File: config.mk
export PLATFORM = sky130hd
export DESIGN_NAME = ap_lut_sequencer
export DESIGN_NICKNAME = d
export VERILOG_FILES = /design/src/rtl/ap_lut_sequencer.sv
export SDC_FILE = /design/constraint.sdc
export NUM_CORES = 1
export LEC_CHECK = 0
export CAP_MARGIN = 20
export CORE_AREA = 2 2 419 421
export CTS_BUF_LIST = sky130_fd_sc_hd__clkbuf_4 sky130_fd_sc_hd__clkbuf_8
export DETAILED_ROUTE_END_ITERATION = 10
export DIE_AREA = 0 0 421 423
export GPL_ROUTABILITY_DRIVEN = 0
export PLACE_DENSITY = 0.32
export REMOVE_ABC_BUFFERS = 1
export SYNTH_ARGS = -nofsm -noshare
export SYNTH_HDL_FRONTEND = slang
export SYNTH_SLANG_ARGS = --single-unit
File: constraint.sdc
create_clock -name clock -period 7.43 [get_ports clock]
set_clock_uncertainty 0.05 [all_clocks]
set_input_delay 1.486 -clock clock [delete_from_list [all_inputs] [get_ports clock]]
set_output_delay 1.486 -clock clock [all_outputs]
set_load 0.03 [all_outputs]
File: src/rtl/ap_lut_sequencer.sv
// Command-side sequencer for a bit-serial associative CAM: a compare pass
// selects rows via match tags, then a tag-guided parallel write rewrites B/carry.
module ap_lut_sequencer #(
   parameter int WORD_SIZE  = 8,
   parameter int CELL_QUANT = 512,
   parameter int OP_BITS    = 3,
   parameter int NUM_PASSES = 8,
   localparam int NP_W = $clog2(NUM_PASSES + 1),
   localparam int PA_W = (NUM_PASSES > 1) ? $clog2(NUM_PASSES) : 1
) (
   input  logic                  clock,
   input  logic                  rst,
   input  logic                  start,
   input  logic [NP_W-1:0]       num_passes,
   input  logic                  pass_we,
   input  logic [PA_W-1:0]       pass_addr,
   input  logic [2:0]            pass_key,
   input  logic [1:0]            pass_wr,
   input  logic [CELL_QUANT-1:0] tags_in,
   output logic [WORD_SIZE-1:0]  key_out,
   output logic [WORD_SIZE-1:0]  mask_out,
   output logic [WORD_SIZE-1:0]  dina_out,
   output logic                  cam_mode_out,
   output logic [CELL_QUANT-1:0] wea_ctrl_out,
   output logic                  busy,
   output logic                  done,
   output logic                  err
);

   localparam int BI_W = (OP_BITS > 1) ? $clog2(OP_BITS) : 1;

   localparam logic [2:0] S_IDLE    = 3'd0;
   localparam logic [2:0] S_CLR_CMP = 3'd1;
   localparam logic [2:0] S_CLR_WR  = 3'd2;
   localparam logic [2:0] S_CMP     = 3'd3;
   localparam logic [2:0] S_WR      = 3'd4;
   localparam logic [2:0] S_DONE    = 3'd5;

   localparam logic [WORD_SIZE-1:0] ONE    = WORD_SIZE'(1);
   localparam logic [WORD_SIZE-1:0] CBIT   = ONE << (WORD_SIZE - 1);
   localparam logic [NP_W-1:0]      NP_MAX = NP_W'(NUM_PASSES);
   localparam logic [BI_W:0]        BI_LIM = (BI_W + 1)'(OP_BITS);

   logic [2:0]            state;
   logic [BI_W-1:0]       bit_idx;
   logic [NP_W-1:0]       pass_idx;
   logic [NP_W-1:0]       np_lat;
   logic [CELL_QUANT-1:0] tag_lat;
   logic [4:0]            tbl [NUM_PASSES];
   logic [4:0]            cur;
   logic                  last_pass;
   logic                  last_bit;

   // entry layout: {a, b, c, wr_b, wr_c}
   assign cur       = tbl[pass_idx[PA_W-1:0]];
   assign last_pass = !((pass_idx + NP_W'(1)) < np_lat);
   assign last_bit  = !(({1'b0, bit_idx} + (BI_W + 1)'(1)) < BI_LIM);

   always_ff @(posedge clock or negedge rst) begin
      if (!rst) begin
         state    <= S_IDLE;
         bit_idx  <= '0;
         pass_idx <= '0;
         np_lat   <= '0;
         tag_lat  <= '0;
         err      <= 1'b0;
         for (int k = 0; k < NUM_PASSES; k++) tbl[k] <= '0;
      end else begin
         err <= 1'b0;
         // tags only mean something while the key/mask of a compare cycle is on the bus
         if (state == S_CLR_CMP || state == S_CMP) tag_lat <= tags_in;
         case (state)
            S_IDLE: begin
               if (pass_we) tbl[pass_addr] <= {pass_key, pass_wr};
               if (start) begin
                  if (num_passes > NP_MAX) begin
                     err <= 1'b1;
                  end else begin
                     np_lat   <= num_passes;
                     bit_idx  <= '0;
                     pass_idx <= '0;
                     state    <= S_CLR_CMP;
                  end
               end
            end
            S_CLR_CMP: state <= S_CLR_WR;
            S_CLR_WR:  state <= (np_lat == '0) ? S_DONE : S_CMP;
            S_CMP:     state <= S_WR;
            S_WR: begin
               if (!last_pass) begin
                  pass_idx <= pass_idx + NP_W'(1);
                  state    <= S_CMP;
               end else if (!last_bit) begin
                  pass_idx <= '0;
                  bit_idx  <= bit_idx + BI_W'(1);
                  state    <= S_CMP;
               end else begin
                  state <= S_DONE;
               end
            end
            S_DONE: begin
               bit_idx  <= '0;
               pass_idx <= '0;
               state    <= S_IDLE;
            end
            default: state <= S_IDLE;
         endcase
      end
   end

   always_comb begin
      key_out      = '0;
      mask_out     = '0;
      dina_out     = '0;
      cam_mode_out = 1'b0;
      wea_ctrl_out = '0;
      case (state)
         S_CLR_WR: begin
            cam_mode_out = 1'b1;
            wea_ctrl_out = tag_lat;
            mask_out     = CBIT;
         end
         S_CMP: begin
            mask_out = (ONE << bit_idx) | (ONE << (OP_BITS + int'(bit_idx))) | CBIT;
            key_out  = ({WORD_SIZE{cur[4]}} & (ONE << bit_idx))
                     | ({WORD_SIZE{cur[3]}} & (ONE << (OP_BITS + int'(bit_idx))))
                     | ({WORD_SIZE{cur[2]}} & CBIT);
         end
         S_WR: begin
            cam_mode_out = 1'b1;
            wea_ctrl_out = tag_lat;
            mask_out     = (ONE << (OP_BITS + int'(bit_idx))) | CBIT;
            dina_out     = ({WORD_SIZE{cur[1]}} & (ONE << (OP_BITS + int'(bit_idx))))
                         | ({WORD_SIZE{cur[0]}} & CBIT);
         end
         default: ;
      endcase
   end

   assign busy = (state == S_CLR_CMP) || (state == S_CLR_WR) || (state == S_CMP) || (state == S_WR);
   assign done = (state == S_DONE);

endmodule

; After elaboration in Yosys (flattened, before gate mapping)
; Cells that the tools add are included.
[totals]
reg_bits = 566
in_bits = 528
out_inout_bits = 540
wordCells = 90
[classes]
n_addsub = 4
n_lt_le_gt_ge = 6
n_eq_ne = 10
n_shift = 2
mux = 30
bitwise = 10
n_reduce_logical = 14
[ops]
columns = op, n
row1 = $mux 512, 1
row2 = $bwmux 40, 1
row3 = $and 8x8->8, 3
row4 = $or 8x8->8, 3
row5 = $pmux 8 s3, 1
row6 = $mux 4, 4
row7 = $mux 8, 2
row8 = $bmux 5 s3, 1
row9 = $demux 5 s3, 1
row10 = $mux 3, 5
row11 = $mux 5, 3
row12 = $pmux 3 s5, 1
row13 = $pmux 4 s3, 1
row14 = $ge 4x4->1 const B, 2
row15 = $mux 2, 4
row16 = $ne 2x2->1 const B, 4
row17 = $not 3->4, 2
row18 = $shl 1x2->8 const A, 1
row19 = $shl 1x3->8 const A, 1
row20 = $or 7x7->7, 1
row21 = $eq 3x2->1 const B, 2
row22 = $eq 3x3->1 const B, 2
row23 = $pmux 2 s3, 1
row24 = $reduce_and 5->1, 1
row25 = 21 further kinds, 28

; Depth between registers and ports, before layout
[depth]
word_depth = 8
mapped_depth = 9
mapped_depth_nobuf = 7

; Least setup slack after synthesis
; No wires, ideal clock.
[synth_path]
path_kind = register to output
startpoint = register pass_idx[0]
endpoint = output dina_out[0]
arrival_ns = 1.901
required_time_ns = 5.894
path_slack_ns = 3.993
stages_incl_launch_ff = 6
path_buffers = 1
path_cell_list = dfrtp_1 -> buf_4 -> mux4_2 -> mux2i_1 -> nor2_1 -> and2_1
[synth_between]
elab_chain_len = 7
[synth_lines]
columns = element, line
row1 = "start, declared", 46  ; logic [NP_W-1:0] pass_idx;
row2 = "start signal, assigned", 91  ; pass_idx <= pass_idx + NP_W'(1);
row3 = $not 3->4 (implied by the code), 55  ; assign cur = tbl[pass_idx[PA_W-1:0]];
row4 = $bmux 5 s3, 55
row5 = $mux 5 (implied by the code) (2 in a row), 55
row6 = $and 8x8->8, 133  ; dina_out = ({WORD_SIZE{cur[1]}} & (ONE << (OP_BITS + int'(bit_idx))))
row7 = $or 8x8->8, 134  ; | ({WORD_SIZE{cur[0]}} & CBIT);
row8 = $mux 8, 117  ; case (state)
row9 = "end, declared", 22  ; output logic [WORD_SIZE-1:0] dina_out,
; Every way passes these cells. The select of a mux whose other input is x is not followed.

; Worst setup path in the final report
[layout_path]
startpoint = register state[2]
endpoint = output wea_ctrl_out[86]
[layout_between]
elab_chain_len = 3
word_cells_on_any_way = 4
cone_classes = eq/ne (2) / mux (1) / reduce/logical (1)
[layout_lines]
columns = element, line
row1 = "start, declared", 44  ; logic [2:0] state;
row2 = "start signal, assigned", 87  ; S_CLR_WR: state <= (np_lat == '0) ? S_DONE : S_CMP;
row3 = $eq 3x2->1 or $eq 3x3->1 (tied branches), 117
row4 = $reduce_or 2->1 (no source line) *, n/a
row5 = $mux 512 *, 117
row6 = "end, declared", 24  ; output logic [CELL_QUANT-1:0] wea_ctrl_out,
; Mark *: on every way between the ends. The rest lies on a longest branch, timed or not.

==> summary.log <==
INFO  outcome        run_status=finished clean
INFO  placement      place.detailed.hpwl=90900um
INFO  worst_setup_path r2r_end=tag_lat[234]
INFO  worst_hold_path worstHoldPathType=reg2reg
INFO  floorplanning  pin_count=1068
INFO  synthesis      share_of_flip_flops_with_an_asynchronous_set_or_reset=100%
INFO  worst_setup_path cp.arrival=4200ps
INFO  drt            post_drt_via_cell_ratio=3.57
INFO  synthesis      synth_cells=1901
INFO  worst_hold_path number_of_cells_on_the_worst_hold_path=1
INFO  worst_setup_path worst_setup_path_start_kind=register
INFO  grt            globalRouteTotalUtil=13.0%
INFO  worst_setup_path critical_path.endpoint_type=output pin
INFO  worst_setup_path worstReg2RegStart=state[2]
INFO  power          power_switching_share=40.8%
INFO  timing         period_minus_slack=5740ps
INFO  synthesis      area_fraction_in_compound_gates_after_synthesis=0.968%
INFO  floorplanning  core=0.173sqmm
INFO  power          power.total=0.0195W
INFO  worst_hold_path worstHoldStart=tag_lat[458]
INFO  placement      port-buffer-count=1067
INFO  power          vdd.ir_drop.worst=0.332mV
INFO  drt            drcViolationCount=0
INFO  finish         final_layout_size_suffix_gt1_share=26.3%
INFO  clock_network  cts.sinks=566
INFO  timing         rsz0062_at_grt=no
INFO  flow_run       timing.max_cap.violations=0
INFO  clock_network  clkTransAtPathRegs=60ps
INFO  synthesis      synth-adder-area-share=0.544%
INFO  timing         setup_slack=1690ps
INFO  grt            grt_first_pass_wirelength=166000um
INFO  worst_setup_path reg2reg_depth=4
INFO  synthesis      ys_seq_elements=566
INFO  drt            final_antenna_net_count=0
INFO  floorplanning  die_height=423um
INFO  clock_network  cts.repair_timing.setup_buffer_count=0
INFO  timing         relSlewSlack=22.6%
INFO  worst_setup_path critPathLaunch=state[2]
INFO  clock_network  buffer_cell_driving_the_clock_tree_root=sky130_fd_sc_hd__clkbuf_8
INFO  floorplanning  chipWidth=421um
INFO  clock_network  maximum_clock_insertion_buffer_count=3
INFO  timing         max_slew.worst_pin.slew=1160ps
INFO  synthesis      synth_top_family_by_area=multiplexers
INFO  finish         nets=3524
INFO  synthesis      avgSynthCellArea=13.3squm
INFO  synthesis      synth_simple_gate_area_share=14.4%
INFO  finish         area.growth.synth_to_final=62.9%
INFO  finish         final_core_util=23.8%
INFO  grt            maximum_number_of_pins_on_one_net_before_global_route_repair=200
INFO  power          net-switching-power=0.00795W
INFO  power          intPower=0.0115W
INFO  power          power_per_cell_area=472mW/mm^2
INFO  drt            drt_iter0_drc=590
INFO  worst_setup_path path_class=reg2out
INFO  clock_network  cts_tree=yes
INFO  timing         achievable-frequency=0.174GHz
INFO  timing         finalHoldViolations=0
INFO  timing         hold_ws=442ps
INFO  grt            grt.overflow.total=0
INFO  floorplanning  floorplan.die_area=0.178sqmm
INFO  timing         drv_slew=0
INFO  drt            wl_per_cell=21.9um
INFO  power          power.leakage=16.2nW
INFO  clock_network  h-tree-depth=3
INFO  synthesis      post_synth_instance_area=0.0253sqmm
INFO  worst_setup_path timing.critical_path.required=5890ps
INFO  synthesis      edff_count_synth=0
INFO  drt            vias=19400
INFO  timing         totalNegativeSetupSlack=0ps
INFO  timing         finalSetupViolCount=0
INFO  synthesis      ys_warn_count=0
INFO  synthesis      ys_seq_area_share=55.9%
INFO  grt            grt_antenna_before_repair=56
INFO  power          combPwrFrac=52.2%
INFO  clock_network  number_of_gates_resized_after_cts=0
INFO  drt            postRouteWirelength=119000um
INFO  timing         layout_worst_path_cycle_share=77.3%
INFO  synthesis      post_synth_xor_area_fraction=0.104%
INFO  worst_setup_path worst_case_register_to_register_setup_slack=4380ps
INFO  worst_setup_path worst-path-max-fanout=66
INFO  floorplanning  starting_density=14.6%
INFO  grt            grt_pass1_vias=21200
INFO  worst_hold_path hold_end=tag_lat[458]
INFO  placement      pre_cts_ws=2460ps
INFO  clock_network  tritoncts.num_buffers=120
INFO  synthesis      synth-main-ff-cell=sky130_fd_sc_hd__dfrtp_1
INFO  synthesis      yosys-mux-area-fraction=25.8%
INFO  drt            drt_pass1_iterations=4
INFO  power          clockPowerShare=18.4%
INFO  clock_network  holdBufCountCts=0
INFO  power          sequentialPowerShare=29.4%
INFO  clock_network  clk_latency=840ps
INFO  synthesis      synthDistinctLibCells=49
INFO  floorplanning  num_rows=153
## Yosys cell counts (all sizes together) (3+ instances only)
cell type  number  area share (%)
a21oi           5            0.11
a32o            6            0.24
and2          523              13
and3            3           0.074
buf            62             1.3
clkbuf         61            0.90
dfrtp         566              56
ha             11            0.54
inv             7            0.10
mux2          559              25
mux2i           5            0.20
mux4            8            0.71
nand2          11            0.16
nand2b          5            0.13
nand3           5           0.099
nand3b          4            0.12
nor2           18            0.27
nor3            6            0.16
nor3b           3            0.18
o21ai           4           0.079
o22ai           3           0.074
## stage by stage
stage          instance area [sq um]  std cells
5_1_grt                        41200       5423
2_1_floorplan                  24800       1778
6_report                       41300       5435
3_5_place_dp                   38600       5188
3_3_place_gp                   38600       5188
4_1_cts                        41200       5401
## critical path, cell delays in order (launching register included)
cell	delay, ps
sky130_fd_sc_hd__dfrtp_1	570
sky130_fd_sc_hd__or2b_1	310
sky130_fd_sc_hd__a21oi_4	490
sky130_fd_sc_hd__buf_12	290
sky130_fd_sc_hd__buf_4	550
sky130_fd_sc_hd__and2_1	260
sky130_fd_sc_hd__clkdlybuf4s50_1	800
## cells in the final DEF, fill, tap and decap left out, types with 6 or more instances in the layout
master                            netlist  final
sky130_fd_sc_hd__clkdlybuf4s50_1        0   1066
sky130_fd_sc_hd__dfrtp_1              566    566
sky130_fd_sc_hd__mux2_2               559    559
sky130_fd_sc_hd__and2_1               523    523
sky130_fd_sc_hd__clkbuf_8               0    146
sky130_fd_sc_hd__clkbuf_4               0     50
sky130_fd_sc_hd__diode_2                0     34
sky130_fd_sc_hd__nor2_1                18     18
sky130_fd_sc_hd__clkinv_2               0     12
sky130_fd_sc_hd__nand2_1               11     11
sky130_fd_sc_hd__ha_1                  11     11
sky130_fd_sc_hd__buf_12                 0     10
sky130_fd_sc_hd__mux4_2                 8      8
sky130_fd_sc_hd__buf_4                  1      8
sky130_fd_sc_hd__inv_1                  7      7
sky130_fd_sc_hd__a32o_1                 6      6
## cells by family after synthesis
logic type	count (synthesis)
AND/OR/NAND/NOR	588
adder cells (fa/ha/maj)	11
XOR/XNOR	3
multiplexers	572
flip-flops	566
AO/OA/AOI/OAI	31
buffers and inverters	130
## power by group through the flow
| stage | clock network, W | logic [W] | registers [W] |
|---|---|---|---|
| 6_report | 0.00358 | 0.0102 | 0.00572 |
| 5_1_grt | 0.00393 | 0.0108 | 0.00593 |
| 4_1_cts | 0.00381 | 0.0104 | 0.00578 |
| 3_5_place_dp | 0 | 0.0103 | 0.00582 |
| 3_3_place_gp | 0 | 0.0103 | 0.00579 |
| 2_1_floorplan | 0 | 0.00676 | 0.00516 |
## area by class of cell
type,count,area [sq um]
flip-flops and latches,566,14200
well taps,2325,2910
inverters,7,26.3
multi-input cells,1205,10600
repair buffers,1085,10900
diodes,34,85.1
clock inverters,17,144
fillers,18500,132000
clock buffers,196,2380
## registers in the layout, summed over array words and instances, names as in the netlist
| name | cells |
|---|---|
| tbl | 40 |
| state | 3 |
| bit_idx | 2 |
| pass_idx | 4 |
| err | 1 |
| np_lat | 4 |
| tag_lat | 512 |
## metal layers
layer | vias up | part of all wire, % | global-route usage, %
li1 | 8650 | - | -
met1 | 9854 | 35 | 13.0
met2 | 671 | 54 | 24.2
met3 | 198 | 7.4 | 4.83
met4 | 16 | 3.2 | 5.02
met5 | - | 0.097 | 0
## worst max path at each step
stage,end,cells past startpoint
2_1_floorplan,tag_lat[0],2
6_report,wea_ctrl_out[86],6
3_5_place_dp,wea_ctrl_out[86],6
4_1_cts,wea_ctrl_out[86],6
3_3_place_gp,wea_ctrl_out[86],6
5_1_grt,wea_ctrl_out[86],6
Note: power is estimated with default switching activity, not from simulation.
==> patch 1 (same flow settings) <==
Put a register stage on the output `key_out`, without a reset. The value now appears one clock later. The other outputs are not delayed to match.
--- a/src/rtl/ap_lut_sequencer.sv
+++ b/src/rtl/ap_lut_sequencer.sv
@@ -40,6 +40,8 @@
    localparam logic [WORD_SIZE-1:0] CBIT   = ONE << (WORD_SIZE - 1);
    localparam logic [NP_W-1:0]      NP_MAX = NP_W'(NUM_PASSES);
    localparam logic [BI_W:0]        BI_LIM = (BI_W + 1)'(OP_BITS);
+
+   logic [WORD_SIZE-1:0] key_d;
 
    logic [2:0]            state;
    logic [BI_W-1:0]       bit_idx;
@@ -109,7 +111,7 @@
    end
 
    always_comb begin
-      key_out      = '0;
+      key_d        = '0;
       mask_out     = '0;
       dina_out     = '0;
       cam_mode_out = 1'b0;
@@ -122,7 +124,7 @@
          end
          S_CMP: begin
             mask_out = (ONE << bit_idx) | (ONE << (OP_BITS + int'(bit_idx))) | CBIT;
-            key_out  = ({WORD_SIZE{cur[4]}} & (ONE << bit_idx))
+            key_d    = ({WORD_SIZE{cur[4]}} & (ONE << bit_idx))
                      | ({WORD_SIZE{cur[3]}} & (ONE << (OP_BITS + int'(bit_idx))))
                      | ({WORD_SIZE{cur[2]}} & CBIT);
          end
@@ -140,5 +142,9 @@
    assign busy = (state == S_CLR_CMP) || (state == S_CLR_WR) || (state == S_CMP) || (state == S_WR);
    assign done = (state == S_DONE);
 
+   always_ff @(posedge clock) begin
+      key_out <= key_d;
+   end
+
 endmodule
 
Check against the original RTL: not equivalent (Yosys sat finds a counterexample within 4 cycles, from zero or initial values and one cycle with rst low).
==> patch 1 against the unedited design <==
  * Sequential cell count is 8 higher
  * Wire length increased by 7.4%
  * Via count grew 1.8%
  * Synthesized cell count is 0.74% higher
  * Maximum frequency grew 1.6%
  * Cell area is 0.88% higher
  * Synthesized area increased by 0.63%
  * Worst setup slack improved by 0.089 ns
  * Largest power group unchanged
  * Final cell count grew 0.33%
  * Critical endpoint is now wea_ctrl_out[54]
  * Power grew 8.1%
==> patch 1: results (changes against the unedited design) <==
| Metric | Value |
|---|---|
| Inst Count DP | 5203 (+0.29%) |
| Placed cell area | 0.0388 sq mm (+0.40%) |
| DP Worst Slack | 2.62 ns (+0.169 ns) |
| Avg WL per Cell | 23.4 um (+7.1%) |
| Area Overhead vs Synth | 63.3% |
| Share of cells above drive strength 1 | 26.6% (+0.25 points) |
| Drt total wl | 128 mm (+7.4%) |
| Cts repair resizes | 0 (unchanged) |
| Total GRT Usage | 14.0% (+0.96 points) |
| Critical Path Max Stage Delay | 0.87 ns (+0.07 ns) |
| Internal power | 0.0122 W (+5.7%) |
| Via density | 3.62 (+1.5%) |
| Port Buf Inserts | 1067 (unchanged) |
| FFs w/ async S/R, synth | 98.6% (-1.4 points) |
| Rel. slew slack | 19.7% (-2.9 points) |
| Hold slack | 0.444 ns (+0.00152 ns) |
| Slowest CP cell | clkdlybuf4s50_1 |
| Critical Path Fanout Max | 137 (+110%) |
| First-pass GRT wire length | 175 mm (+5.5%) |
| Leakage | 16.3 nW (+0.96%) |
| R2r setup slk | 4.17 ns (-0.21 ns) |
| Seq/Total Area, Yosys | 56.2% (+0.28 points) |
| Final-stage net count | 3541 (+0.48%) |
| Number of global-route vias before repair | 21100 (-0.48%) |
| Hpwl dp | 99.1 mm (+9.0%) |
| Post-Synthesis Cells | 1915 (+0.74%) |
| FILL cells | 18500 (+0.23%) |
| Crit path time final | 5.65 ns (-0.0893 ns) |
| Drt first pass iters | 5 (+1) |
| Initial antenna violation count | 61 (+8.9%) |
| Clk_lat worst skew | 0.84 ns (about the same) |
| First DRT Iteration DRCs | 821 (+39%) |
| CTS Buf Count | 121 (+0.83%) |
| Post-CTS setup buffers | 0 (unchanged) |
| Largest regs | tag_lat: 512 flops, tbl: 40 flops, key_out: 8 flops |
| Peak VDD IR | 0.313 mV (-5.9%) |
| Synth top area cells | dfrtp_1 56%, mux2_2 25%, and2_1 13% |
| Most instantiated cells after synthesis | 566 x dfrtp_1, 558 x mux2_2, 528 x and2_1, 62 x buf_2, 59 x clkbuf_1 |
| Outcome | finished clean |
| Largest net degree at the start of global routing | 197 (-1.5%) |
[patch 1: changes by cell type in the layout (fill, tap and decap cells not counted), moves of 3 or more]
cell / delta
dfxtp_1: +8
clkbuf_4: -6
clkbuf_8: +12
and2_1: +5
diode_2: -9
inv_8: +3
[patch 1: worst paths after layout]
kind | startpoint | end | cells after the start
max | state[2] | wea_ctrl_out[54] | 6
min | tag_lat[300] | tag_lat[300] | 1
max reg2reg | state[0] | tag_lat[205] | 4
min reg2reg | tag_lat[300] | tag_lat[300] | 1
max in group asynchronous | rst | tag_lat[58] | 2
min in group asynchronous | rst | np_lat[3] | 1
[patch 1: power groups by stage]
stage	clock network, W	logic, W	registers, W
6_report	0.00387	0.0114	0.00577
4_1_cts	0.00409	0.0116	0.00579
5_1_grt	0.00423	0.0120	0.00597
3_5_place_dp	0	0.0116	0.00583
2_1_floorplan	0	0.00715	0.00520
3_3_place_gp	0	0.0115	0.00581
[patch 1: cell families after synthesis]
logic type	after synthesis	share of synthesized area, %
simple gates	592	14.3
flops	574	56.2
mux	570	25.5
buf+inv	132	2.28
compound gates	32	0.957
fa+ha+maj	12	0.589
xor+xnor	3	0.103
[patch 1: final cells by class]
| cell class | count | area share [%] |
|---|---|---|
| flip-flops and latches | 574 | 34.4 |
| repair buffers | 1086 | 26.3 |
| multi-input cells | 1209 | 25.4 |
| well taps | 2325 | 6.99 |
| clock buffers | 202 | 6.02 |
| clock inverters | 23 | 0.604 |
| diodes | 25 | 0.150 |
| inverters | 9 | 0.0812 |
[patch 1: per-layer routing]
metal,share of wire [%],vias to the layer above,GRT usage [%]
li1,-,8702,-
met1,37,10100,15.0
met2,53,708,25.1
met3,7.1,210,4.26
met4,3.4,4,6.04
met5,0.021,-,0
==> patch 2 (same settings) <==
Made on the original files. Set the parameter `WORD_SIZE` to 32 (it was 8).
--- a/src/rtl/ap_lut_sequencer.sv
+++ b/src/rtl/ap_lut_sequencer.sv
@@ -1,7 +1,7 @@
 // Command-side sequencer for a bit-serial associative CAM: a compare pass
 // selects rows via match tags, then a tag-guided parallel write rewrites B/carry.
 module ap_lut_sequencer #(
-   parameter int WORD_SIZE  = 8,
+   parameter int WORD_SIZE  = 32,
    parameter int CELL_QUANT = 512,
    parameter int OP_BITS    = 3,
    parameter int NUM_PASSES = 8,
Ports: changed (resized dina_out, key_out and mask_out); port bits go from 1068 to 1140. No check against the original RTL was run, so the function may have changed too.
==> patch 2 against the unedited design <==
  * Largest cell class unchanged
  * Power rose by 8.3%
  * Global-route usage rose by 1.1 points
  * Wire length rose by 8.2%
  * Synthesized area rose by 2.5%
  * Cell area rose by 1.1%
  * Worst setup slack improved by 0.34 ns
  * Die area did not move
  * Sequential cell count did not move
  * Highest routed layer unchanged
  * First-iteration DRC count rose by 21%
==> patch 2: results (changes against the unedited design) <==
| Metric | Value |
|---|---|
| H-tree depth | 4 (+1) |
| Critical Path Fanout Max | 181 (+170%) |
| Rel. slew slack | 21.7% (-0.87 points) |
| Synth top area cells | dfrtp_1 55%, mux2_2 24%, and2_1 13% |
| Largest net degree at the start of global routing | 195 (-2.5%) |
| Most instantiated cells after synthesis | 566 x dfrtp_1, 559 x mux2_2, 522 x and2_1, 72 x buf_4, 67 x buf_2 |
| WP data arrival | 3.87 ns (-0.33 ns) |
| Share of cells above drive strength 1 | 26.2% (-0.12 points) |
| DR WL met2 | 66.5 mm (+3.2%) |
| Peak VDD IR | 0.405 mV (+22%) |
| Outcome | finished clean |
| Post-Route M1 WL | 48.7 mm (+16%) |
| FF-to-FF End | tag_lat[144] |
| Number of global-route vias before repair | 20800 (-2.0%) |
| Hpwl dp | 98.0 mm (+7.8%) |
| Final WS setup | 2.03 ns (+0.338 ns) |
| Metal3 WL | 9.82 mm (+12%) |
| Via density | 3.53 (-0.94%) |
| Unique masters post-synth | 54 (+10%) |
| FILL cells | 18500 (+0.065%) |
| Leakage | 16.5 nW (+2.0%) |
| DP Worst Slack | 2.87 ns (+0.412 ns) |
| Final-stage net count | 3612 (+2.5%) |
| First DRT Iteration DRCs | 715 (+21%) |
| Total GRT Usage | 14.1% (+1.1 points) |
patch 2: final cells by class:
| class | count | share of cell area [%] |
|---|---|---|
| inverter | 6 | 0.0540 |
| antenna | 27 | 0.162 |
| tap | 2325 | 6.98 |
| multi-input combinational | 1278 | 26.3 |
| clock inverter | 17 | 0.294 |
| sequential | 566 | 34.0 |
| timing repair buffer | 1089 | 26.4 |
| clock buffer | 203 | 5.92 |
patch 2: metal layers:
layer	vias up	GRT usage, %
li1	8756	-
met1	9719	15.4
met2	768	24.8
met3	220	5.21
met4	12	5.40
met5	-	0
patch 2: worst min-delay path by stage:
stage / startpoint / cells after the start / end
after detailed placement: tag_lat[83] / 1 / tag_lat[83]
final: tag_lat[397] / 1 / tag_lat[397]
after floorplan: tag_lat[0] / 1 / tag_lat[0]
after global placement: tag_lat[360] / 1 / tag_lat[360]
after global routing: tag_lat[118] / 1 / tag_lat[118]
after CTS: tag_lat[331] / 1 / tag_lat[331]
patch 2: cells by family after synthesis:
kind of cell             synth area share (%)
buffers and inverters                    4.34
other                                  0.0144
AND/OR/NAND/NOR                          14.3
multiplexers                             25.2
adder cells (fa/ha/maj)                 0.578
XOR/XNOR                                0.101
flip-flops                               54.6
AO/OA/AOI/OAI                           0.892
patch 2: power breakdown:
part	internal, W	total, W	switching [W]
Combinational	0.00530	0.0116	0.00625
Clock	0.00209	0.00370	0.00160
Sequential	0.00469	0.00583	0.00114
Total	0.0121	0.0211	0.00900
patch 2: critical path, delay by kind of cell, from the launching register on:
family	cells	cell delay, ns
flops	1	0.54
compound gates	1	0.27
simple gates	2	0.51
buf+inv	3	1.40
patch 2: stage by stage:
stage,hold slack [ns],std cells
floorplan,0.422,1850
global placement,0.431,5263
detailed placement,0.437,5263
CTS,0.448,5483
global route,0.455,5501
finish,0.443,5511
